## src/rtl/prog_loader_pkg.sv

```systemverilog
// Shared definitions for the boot loader.
//   - state_t          : loader FSM states (readback states exist only when
//                        PROG_LOADER_READBACK_EN is defined)
//   - SYNC_BYTE        : frame start marker
//   - FRAME_HDR_BYTES  : sync + two length bytes
//   - WORD_COUNT_BITS  : width of the words_written / length counters
//   - word_count_width : bits needed to hold a word count up to max_words
package prog_loader_pkg;

    localparam logic [7:0] SYNC_BYTE       = 8'hA5;
    localparam int         FRAME_HDR_BYTES = 3;
    localparam int         WORD_COUNT_BITS = 13;

    typedef enum logic [3:0] {
        IDLE,
        LEN0,
        LEN1,
        DATA,
        WRITE,
`ifdef PROG_LOADER_READBACK_EN
        RB_REQ,
        RB_CHK,
`endif
        CSUM,
        DONE,
        ERR
    } state_t;

    function automatic int word_count_width(input int max_words);
        return $clog2(max_words + 1);
    endfunction

endpackage

```

## src/rtl/prog_loader_timeout.sv

```systemverilog
// Inter-byte idle timer for the boot loader.
//   clk, reset : clock, asynchronous active-high reset
//   clear      : an accepted byte this cycle, restarts the idle count
//   enable     : loader is inside a frame and waiting for bytes
//   expired    : this cycle is the TIMEOUT_CYCLES-th consecutive idle cycle
module loader_timeout #(
    parameter int TIMEOUT_CYCLES = 1000000
) (
    input  logic clk,
    input  logic reset,
    input  logic clear,
    input  logic enable,
    output logic expired
);

    localparam int CW = $clog2(TIMEOUT_CYCLES + 1);

    logic [CW-1:0] count_reg;

    // count_reg holds the number of idle cycles already completed, so the
    // count reaches TIMEOUT_CYCLES at the end of the cycle where it equals
    // TIMEOUT_CYCLES-1; flagging that cycle lets the FSM leave exactly then.
    assign expired = enable && !clear && (count_reg == CW'(TIMEOUT_CYCLES - 1));

    always_ff @(posedge clk or posedge reset) begin
        if (reset) begin
            count_reg <= '0;
        end else if (clear || !enable) begin
            count_reg <= '0;
        end else if (!expired) begin
            count_reg <= count_reg + 1'b1;
        end
    end

endmodule

```

## src/rtl/prog_loader.sv

```systemverilog
// Byte-stream boot loader in front of the program memory data port.
// Frame: 0xA5, LEN_LO, LEN_HI, LEN*4 data bytes (little-endian words), CSUM
// where CSUM is the XOR of all data bytes. The CPU is held in reset until a
// frame with a good checksum has been stored.
// Optional feature macro: PROG_LOADER_READBACK_EN (read back and verify each
// written word before accepting more bytes).
// Ports:
//   clk, reset            clock, asynchronous active-high reset
//   rx_data/valid/ready   byte input, transfer on rx_valid & rx_ready
//   mem_address/wen/ren   program memory word address and strobes
//   mem_data_in           word to write, mem_byte_select byte enables
//   mem_data_out          read data, valid one cycle after mem_ren
//   cpu_reset_hold        1 keeps the core in reset
//   load_done/load_error  frame accepted / rejected
//   words_written         words written in the current frame
module prog_loader
    import prog_loader_pkg::*;
#(
    parameter logic [29:0] BASE_WORD_ADDR = 30'd0,
    parameter int          MAX_WORDS      = 4096,
    parameter int          TIMEOUT_CYCLES = 1000000
) (
    input  logic        clk,
    input  logic        reset,
    input  logic [7:0]  rx_data,
    input  logic        rx_valid,
    output logic        rx_ready,
    output logic [29:0] mem_address,
    output logic        mem_wen,
    output logic        mem_ren,
    output logic [31:0] mem_data_in,
    output logic [3:0]  mem_byte_select,
    input  logic [31:0] mem_data_out,
    output logic        cpu_reset_hold,
    output logic        load_done,
    output logic        load_error,
    output logic [12:0] words_written
);

    localparam logic [63:0] LAST_WORD_ADDR = 64'(BASE_WORD_ADDR) + 64'(MAX_WORDS) - 64'd1;

    generate
        if (LAST_WORD_ADDR > 64'h3FFF_FFFF) begin : g_addr_wrap_check
            $error("prog_loader: BASE_WORD_ADDR + MAX_WORDS - 1 wraps the 30-bit word address");
        end
        if (word_count_width(MAX_WORDS) > WORD_COUNT_BITS) begin : g_count_width_check
            $error("prog_loader: MAX_WORDS does not fit the word counter");
        end
    endgenerate

    state_t      state_reg, state_next;
    logic [7:0]  len_lo_reg, len_lo_next;
    logic [12:0] len_reg, len_next;
    logic [12:0] idx_reg, idx_next;
    logic [1:0]  byte_idx_reg, byte_idx_next;
    logic [31:0] word_reg, word_next;
    logic [7:0]  csum_reg, csum_next;
    logic        hold_reg, hold_next;
    logic        done_reg, done_next;
    logic        error_reg, error_next;

    logic        accepted;
    logic        in_frame;
    logic        expired;
    logic [15:0] len_full;

    loader_timeout #(
        .TIMEOUT_CYCLES (TIMEOUT_CYCLES)
    ) u_timeout (
        .clk     (clk),
        .reset   (reset),
        .clear   (accepted),
        .enable  (in_frame),
        .expired (expired)
    );

`ifdef PROG_LOADER_READBACK_EN
    assign rx_ready = !(state_reg inside {WRITE, RB_REQ, RB_CHK});
    assign mem_ren  = (state_reg == RB_REQ);
`else
    logic unused_read_data;
    assign unused_read_data = ^mem_data_out;
    assign rx_ready = (state_reg != WRITE);
    assign mem_ren  = 1'b0;
`endif

    assign accepted = rx_valid && rx_ready;
    assign in_frame = state_reg inside {LEN0, LEN1, DATA, CSUM};
    assign len_full = {rx_data, len_lo_reg};

    assign mem_wen         = (state_reg == WRITE);
    assign mem_data_in     = mem_wen ? word_reg : 32'd0;
    assign mem_byte_select = mem_wen ? 4'hF : 4'h0;

    always_comb begin
        mem_address = 30'd0;
        if (state_reg == WRITE) begin
            mem_address = BASE_WORD_ADDR + 30'(idx_reg);
        end
`ifdef PROG_LOADER_READBACK_EN
        // idx has already advanced past the word being verified.
        if (state_reg == RB_REQ) begin
            mem_address = BASE_WORD_ADDR + 30'(idx_reg) - 30'd1;
        end
`endif
    end

    assign cpu_reset_hold = hold_reg;
    assign load_done      = done_reg;
    assign load_error     = error_reg;
    assign words_written  = idx_reg;

    always_comb begin
        state_next    = state_reg;
        len_lo_next   = len_lo_reg;
        len_next      = len_reg;
        idx_next      = idx_reg;
        byte_idx_next = byte_idx_reg;
        word_next     = word_reg;
        csum_next     = csum_reg;
        hold_next     = hold_reg;
        done_next     = done_reg;
        error_next    = error_reg;

        case (state_reg)
            IDLE, DONE, ERR: begin
                if (accepted && rx_data == SYNC_BYTE) begin
                    state_next    = LEN0;
                    idx_next      = '0;
                    byte_idx_next = '0;
                    csum_next     = '0;
                    hold_next     = 1'b1;
                    done_next     = 1'b0;
                    error_next    = 1'b0;
                end
            end
            LEN0: begin
                if (expired) begin
                    state_next = ERR;
                    error_next = 1'b1;
                end else if (accepted) begin
                    len_lo_next = rx_data;
                    state_next  = LEN1;
                end
            end
            LEN1: begin
                if (expired) begin
                    state_next = ERR;
                    error_next = 1'b1;
                end else if (accepted) begin
                    len_next = len_full[12:0];
                    if (32'(len_full) > MAX_WORDS) begin
                        state_next = ERR;
                        error_next = 1'b1;
                    end else if (len_full == 16'd0) begin
                        state_next = CSUM;
                    end else begin
                        state_next = DATA;
                    end
                end
            end
            DATA: begin
                if (expired) begin
                    state_next = ERR;
                    error_next = 1'b1;
                end else if (accepted) begin
                    word_next[8*byte_idx_reg +: 8] = rx_data;
                    csum_next     = csum_reg ^ rx_data;
                    byte_idx_next = byte_idx_reg + 2'd1;
                    if (byte_idx_reg == 2'd3) begin
                        state_next = WRITE;
                    end
                end
            end
            WRITE: begin
                idx_next = idx_reg + 13'd1;
`ifdef PROG_LOADER_READBACK_EN
                state_next = RB_REQ;
`else
                state_next = (idx_reg + 13'd1 == len_reg) ? CSUM : DATA;
`endif
            end
`ifdef PROG_LOADER_READBACK_EN
            RB_REQ: begin
                state_next = RB_CHK;
            end
            RB_CHK: begin
                if (mem_data_out != word_reg) begin
                    state_next = ERR;
                    error_next = 1'b1;
                end else begin
                    state_next = (idx_reg == len_reg) ? CSUM : DATA;
                end
            end
`endif
            CSUM: begin
                if (expired) begin
                    state_next = ERR;
                    error_next = 1'b1;
                end else if (accepted) begin
                    if (rx_data == csum_reg) begin
                        state_next = DONE;
                        hold_next  = 1'b0;
                        done_next  = 1'b1;
                    end else begin
                        state_next = ERR;
                        error_next = 1'b1;
                    end
                end
            end
            default: begin
                state_next = IDLE;
            end
        endcase
    end

    always_ff @(posedge clk or posedge reset) begin
        if (reset) begin
            state_reg    <= IDLE;
            len_lo_reg   <= '0;
            len_reg      <= '0;
            idx_reg      <= '0;
            byte_idx_reg <= '0;
            word_reg     <= '0;
            csum_reg     <= '0;
            hold_reg     <= 1'b1;
            done_reg     <= 1'b0;
            error_reg    <= 1'b0;
        end else begin
            state_reg    <= state_next;
            len_lo_reg   <= len_lo_next;
            len_reg      <= len_next;
            idx_reg      <= idx_next;
            byte_idx_reg <= byte_idx_next;
            word_reg     <= word_next;
            csum_reg     <= csum_next;
            hold_reg     <= hold_next;
            done_reg     <= done_next;
            error_reg    <= error_next;
        end
    end

endmodule

```

## config.mk

```make
export PLATFORM = sky130hd
export DESIGN_NAME = prog_loader
export DESIGN_NICKNAME = d
export VERILOG_FILES = /design/src/rtl/prog_loader_pkg.sv /design/src/rtl/prog_loader_timeout.sv /design/src/rtl/prog_loader.sv
export SDC_FILE = /design/constraint.sdc
export NUM_CORES = 1
export LEC_CHECK = 0
export ABC_AREA = 1
export ABC_CLOCK_PERIOD_IN_PS = 3400
export BUFFER_PORTS_ARGS = -buffer_cell sky130_fd_sc_hd__buf_2
export CAP_MARGIN = 25
export CORE_ASPECT_RATIO = 2
export CORE_MARGIN = 10
export CORE_UTILIZATION = 40
export CTS_CLUSTER_SIZE = 30
export DETAILED_ROUTE_END_ITERATION = 8
export SYNTH_ARGS = -nofsm -noshare
export SYNTH_HDL_FRONTEND = slang
export SYNTH_SLANG_ARGS = --single-unit
```

## constraint.sdc

```tcl
create_clock -name clk -period 3.4 [get_ports clk]
set_input_delay 0.34 -clock clk [delete_from_list [all_inputs] [get_ports clk]]
set_output_delay 0.34 -clock clk [all_outputs]
set_load 0.02 [all_outputs]
```

After elaboration in Yosys (flattened, before gate mapping)

Cells that the tools add are included.

Bits in registers: 103
Input bits: 43
Output and inout port bits: 85
Word-level logic and storage cells: 121

Add/subtract/negate cells: 4
Magnitude comparators: 1
Equal/unequal tests: 28
Shifts and indexed selects: 2
Muxes and demuxes: 49
Bitwise logic cells: 2
Reduce and logical (&&, ||, !) cells: 24

Operators by type and width:

| kind                    | number |
|---|---|
| $mux 4                  | 11 |
| $mux 20                 | 2 |
| $neg 5->34              | 1 |
| $shift 8x34->32 const A | 1 |
| $shiftx 8x34->32        | 1 |
| $bwmux 32               | 1 |
| $mux 32                 | 1 |
| $mux 13                 | 2 |
| $pmux 13 s2             | 1 |
| $mux 8                  | 3 |
| $pmux 4 s6              | 1 |
| $add 20x1->20 const B   | 1 |
| $eq 20x20->1 const B    | 1 |
| $eq 4x3->1 const B      | 4 |
| $gt 16x13->1 const B    | 1 |
| $logic_not 16->1        | 1 |
| $mux 1                  | 16 |
| $pmux 8 s2              | 1 |
| $ne 3x3->1 const B      | 5 |
| $add 13x1->13 const B   | 1 |
| $eq 13x13->1            | 1 |
| $ne 2x2->1 const B      | 5 |
| $mux 3                  | 3 |
| $reduce_and 3->1        | 3 |
| other kinds (28)        | 42 |

Longest topological paths before layout

Depth after elaboration: 7
Mapped depth: 13
Mapped depth without buffers: 13

Cells and area by module

A second synthesis with hierarchy kept.

Cells, all modules: 836
Area total of the unflattened synthesis: 6098.3 um^2

Modules (own cells, without submodules):

| module         | instances | cells an instance | area each (um^2) | sequential area each (um^2) |
|---|---|---|---|---|
| prog_loader    | 1         | 646               | 4787.1           | 2053.2 |
| loader_timeout | 1         | 190               | 1311.3           | 500.5 |

Worst setup path before layout

Ideal clock, no wire load.

Path type: flip-flop to flip-flop
Start point: register byte_idx_reg[0]
End point: register word_reg[18]
Setup time: 0.083 ns
Arrival time: 2.139 ns
Data required time: 3.317 ns
Slack: 1.178 ns
Stages on the path, launching flop included: 9
Buffers on the path: 2
Cells stage by stage: dfrtp_1 -> clkbuf_1 -> inv_1 -> ha_1 -> clkbuf_1 -> clkinv_1 -> nor2_1 -> nand3_1 -> o21ai_0

Word-level cells in the longest chain between the ends: 3

RTL lines:

| item                                                       | RTL line           | RTL |
|---|---|---|
| start, declared                                            | prog_loader.sv:55  | `logic [1:0] byte_idx_reg, byte_idx_next;` |
| start signal, assigned                                     | prog_loader.sv:234 | `byte_idx_reg <= byte_idx_next;` |
| $neg 5->34 *                                               | prog_loader.sv:167 | `word_next[8*byte_idx_reg +: 8] = rx_data;` |
| $shiftx 8x34->32 / $shift 8x34->32 (equally long branches) | prog_loader.sv:167 |  |
| $bwmux 32 *                                                | prog_loader.sv:167 |  |
| end signal, assigned                                       | prog_loader.sv:235 | `word_reg <= word_next;` |
| end, declared                                              | prog_loader.sv:56  | `logic [31:0] word_reg, word_next;` |

Mark *: on every way between the ends. The rest lies on a longest branch, timed or not.
A chain may end at the register's enable or synchronous reset.

Worst setup path after layout

Start point: register state_reg[2]
End point: output rx_ready

Word-level cells in the longest chain between the ends: 1

RTL lines:

| item                   | RTL line           | RTL |
|---|---|---|
| start, declared        | prog_loader.sv:51  | `state_t state_reg, state_next;` |
| start signal, assigned | prog_loader.sv:230 | `state_reg <= state_next;` |
| $ne 4x3->1             | prog_loader.sv:83  | `assign rx_ready = (state_reg != WRITE);` |
| end, declared          | prog_loader.sv:27  | `output logic rx_ready,` |

Every way passes these cells.

==> results.toml <==
[timing]
finalSetupViolCount = 0
max_freq_mhz = 408
fin_crit_ns = 2.45
slew_viol_final = 0
finalHoldViolations = 0
min_period_over_period = 0.721
worst_slew_pin_slew_ns = 0.930
slew_headroom = 0.379
tns_ns = 0
clock_skew_ns = 0.0108
rsz0062_at_grt = "no"

[floorplan]
fp.dieH_um = 192
start_util = 0.409
die_area_um2 = 20300
core-area_um2 = 14400
ioPinCount = 128
fp.dieW_um = 106
rows = 62

[clocking]
cts-root-buf = "clkbuf_16"
cts-resized-gates = 0
cts_hold_buf = 0
numClockSinks = 102
cts_tree = "built"
cts-buffers-inserted = 9
post_cts_buffers = 0
clockBufferDepth = 2
clk_pin_slew_ns = 0.07
h-tree-depth = 3
insertion_delay_ns = 0.35

[drt]
drt_iter0_drc = 160
avgViaCountPerCell = 4.89
wl_met1_um = 5700
drc = 0
wl_met3_um = 645
drt-total-wl_um = 15700
wire_per_inst_um = 14.8
drt-pass1-iter-count = 4
wl_met2_um = 8890
dr_total_vias = 5189
top_layer_used = "met4"
postRouteAntennaNets = 0

[setup_path]
crit_chain = "inv_1, nor2_1, inv_1, nor2_1, inv_2, buf_2"
worstPathArrival_ns = 2.11
critical_path_class = "register to output port"
crit_buf_inv = 4
cp_max_fo = 54
end_kind = "output port"
slowest_delay_ns = 0.67
slowest_stage = "inv_2"
crit_path_start_kind = "register"
critPathTopFamily = "buffers and inverters"
required_ns = 3.06

[finish]
drive_above_1_share = 0.161
fillers = 1545
nets = 916
largest_register_ffs = 32
layoutNonFillerInstCount = 1062
syn_to_final_growth_pct = 13.5
antenna_cells = 0

[place]
dp.cells = 1046
globalplace.congestion = 0.866
port_buffers = 77
dpl.hpwl_um = 12200

[global_route]
grt_pass1_vias = 5393
grt_use_total = 0.157
grt_pass1_wl_um = 26100
antenna_found_initial = 0
grt_max_degree = 55
grt-ovfl-total = 0

[synth]
ys_seq_elements = 102
yosys_warnings = 0
syn_inst = 794
syn_area_um2 = 5900
synth_cell_types = 41
ys_seq_area_frac = 0.433
syn_avg_cell_area_um2 = 7.43

[job]
cap_violations = 0

[power]
powerDensity_nw_per_um2 = 865
ir_drop_mv = 0.296
p_leak_uw = 0.00341

[min_path]
min_path_type = "input port to asynchronous set/reset pin"

[run_status]
status = "complete, no violations"
## cells by family (layout without fill, tap and decap cells)
| kind of cell | count (synthesis) | in the layout | share of synthesized area |
|---|---|---|---|
| other | 1 | 18 | 0.000635 |
| AOI/OAI and AO/OA | 123 | 123 | 0.115 |
| adders and majority gates | 8 | 8 | 0.0170 |
| DFF | 102 | 102 | 0.433 |
| xor gates and xnor gates | 11 | 11 | 0.0187 |
| and+or+nand+nor | 380 | 380 | 0.291 |
| buffers and inverters | 169 | 228 | 0.124 |
## report_power, final
group	internal [µW]	leakage [µW]	switching [µW]
clock network	509	0.000136	485
registers	1610	0.00123	291
logic	905	0.00204	1990
## synthesized netlist by cell type, drive strengths merged
cell type / instances / area, µm²
a211oi: 2 / 15.0
a21oi: 19 / 98.9
a31o: 1 / 8.76
a41oi: 2 / 17.5
buf: 30 / 210
clkbuf: 13 / 48.8
clkinv: 1 / 3.75
conb: 1 / 3.75
dfrtp: 101 / 2530
dfstp: 1 / 26.3
ha: 8 / 100
inv: 125 / 472
nand2: 140 / 563
nand3: 67 / 348
nand3b: 5 / 37.5
nand4: 34 / 213
nor2: 121 / 485
nor3: 10 / 50.1
nor3b: 1 / 7.51
nor4: 1 / 6.26
o21a: 1 / 7.51
o21ai: 91 / 489
o22ai: 7 / 43.8
or2: 1 / 8.76
xnor2: 8 / 70.1
xnor3: 1 / 22.5
xor2: 2 / 17.5
## final timing paths
| check | start | end | slack, ns | cells past startpoint |
|---|---|---|---|---|
| worst max register to register | words_written[0] | state_reg[1] | 1.16 | 8 |
| min in group clk | rx_data[3] | word_reg[3] | 0.28 | 3 |
| max in group asynchronous | reset | word_reg[23] | 2.56 | 3 |
| worst max-delay path | state_reg[2] | rx_ready | 0.95 | 6 |
| worst min register to register | len_lo_reg[0] | len_lo_reg[0] | 0.49 | 2 |
| worst min-delay path | reset | u_timeout.count_reg[4] | 0.1 | 2 |
## layout make-up
class                           instances  area (µm²)  area share
Sequential cell                       102        2550       0.381
Inverter                              126         478      0.0713
Tap cell                              192         240      0.0359
Clock inverter                          6        55.1     0.00822
Timing Repair Buffer                   86         465      0.0695
Multi-Input combinational cell        540        2680       0.400
Clock buffer                           10         229      0.0342
## worst reg2reg max path, delay by kind of cell, from the launching register on
family / cells / cell delay, ns
and+or+nand+nor: 5 / 1.08
xor gates and xnor gates: 1 / 0.29
adders and majority gates: 1 / 0.21
DFF: 1 / 0.43
AOI/OAI and AO/OA: 1 / 0.14
## per-stage QoR
| stage | total power [µW] | setup WS, ns | area (µm²) | hold slack (ns) | util |
|---|---|---|---|---|---|
| final | 5800 | 0.948 | 6700 | 0.0975 | 0.464 |
| after detailed placement | 4860 | 1.15 | 6410 | 0.473 | 0.445 |
| after CTS | 5870 | 0.906 | 6700 | 0.126 | 0.464 |
| after global placement | 4820 | 1.19 | 6410 | 0.467 | 0.445 |
| after floorplan | 4050 | 0.386 | 5970 | 0.453 | - |
| after global routing | 6290 | 0.746 | 6700 | 0.160 | 0.464 |
## layout by cell type, fill, tap and decap left out, types with 10 or more instances in the layout
cell type    n
nand2_1    127
nand3_1     66
nor3_1      10
buf_2       77
o21ai_0     79
conb_1      18
nand4_1     34
a21oi_1     18
inv_1      118
nand2_2     12
nor2_1     116
dfrtp_1    101
## routing by layer
metal  up-vias  global-route usage
met2        92               0.311
met4         0              0.0644
met5         -                   0
met3        30              0.0322
li1       2667                   -
met1      2400               0.150
No activity file was read; power rests on OpenSTA's default activity.
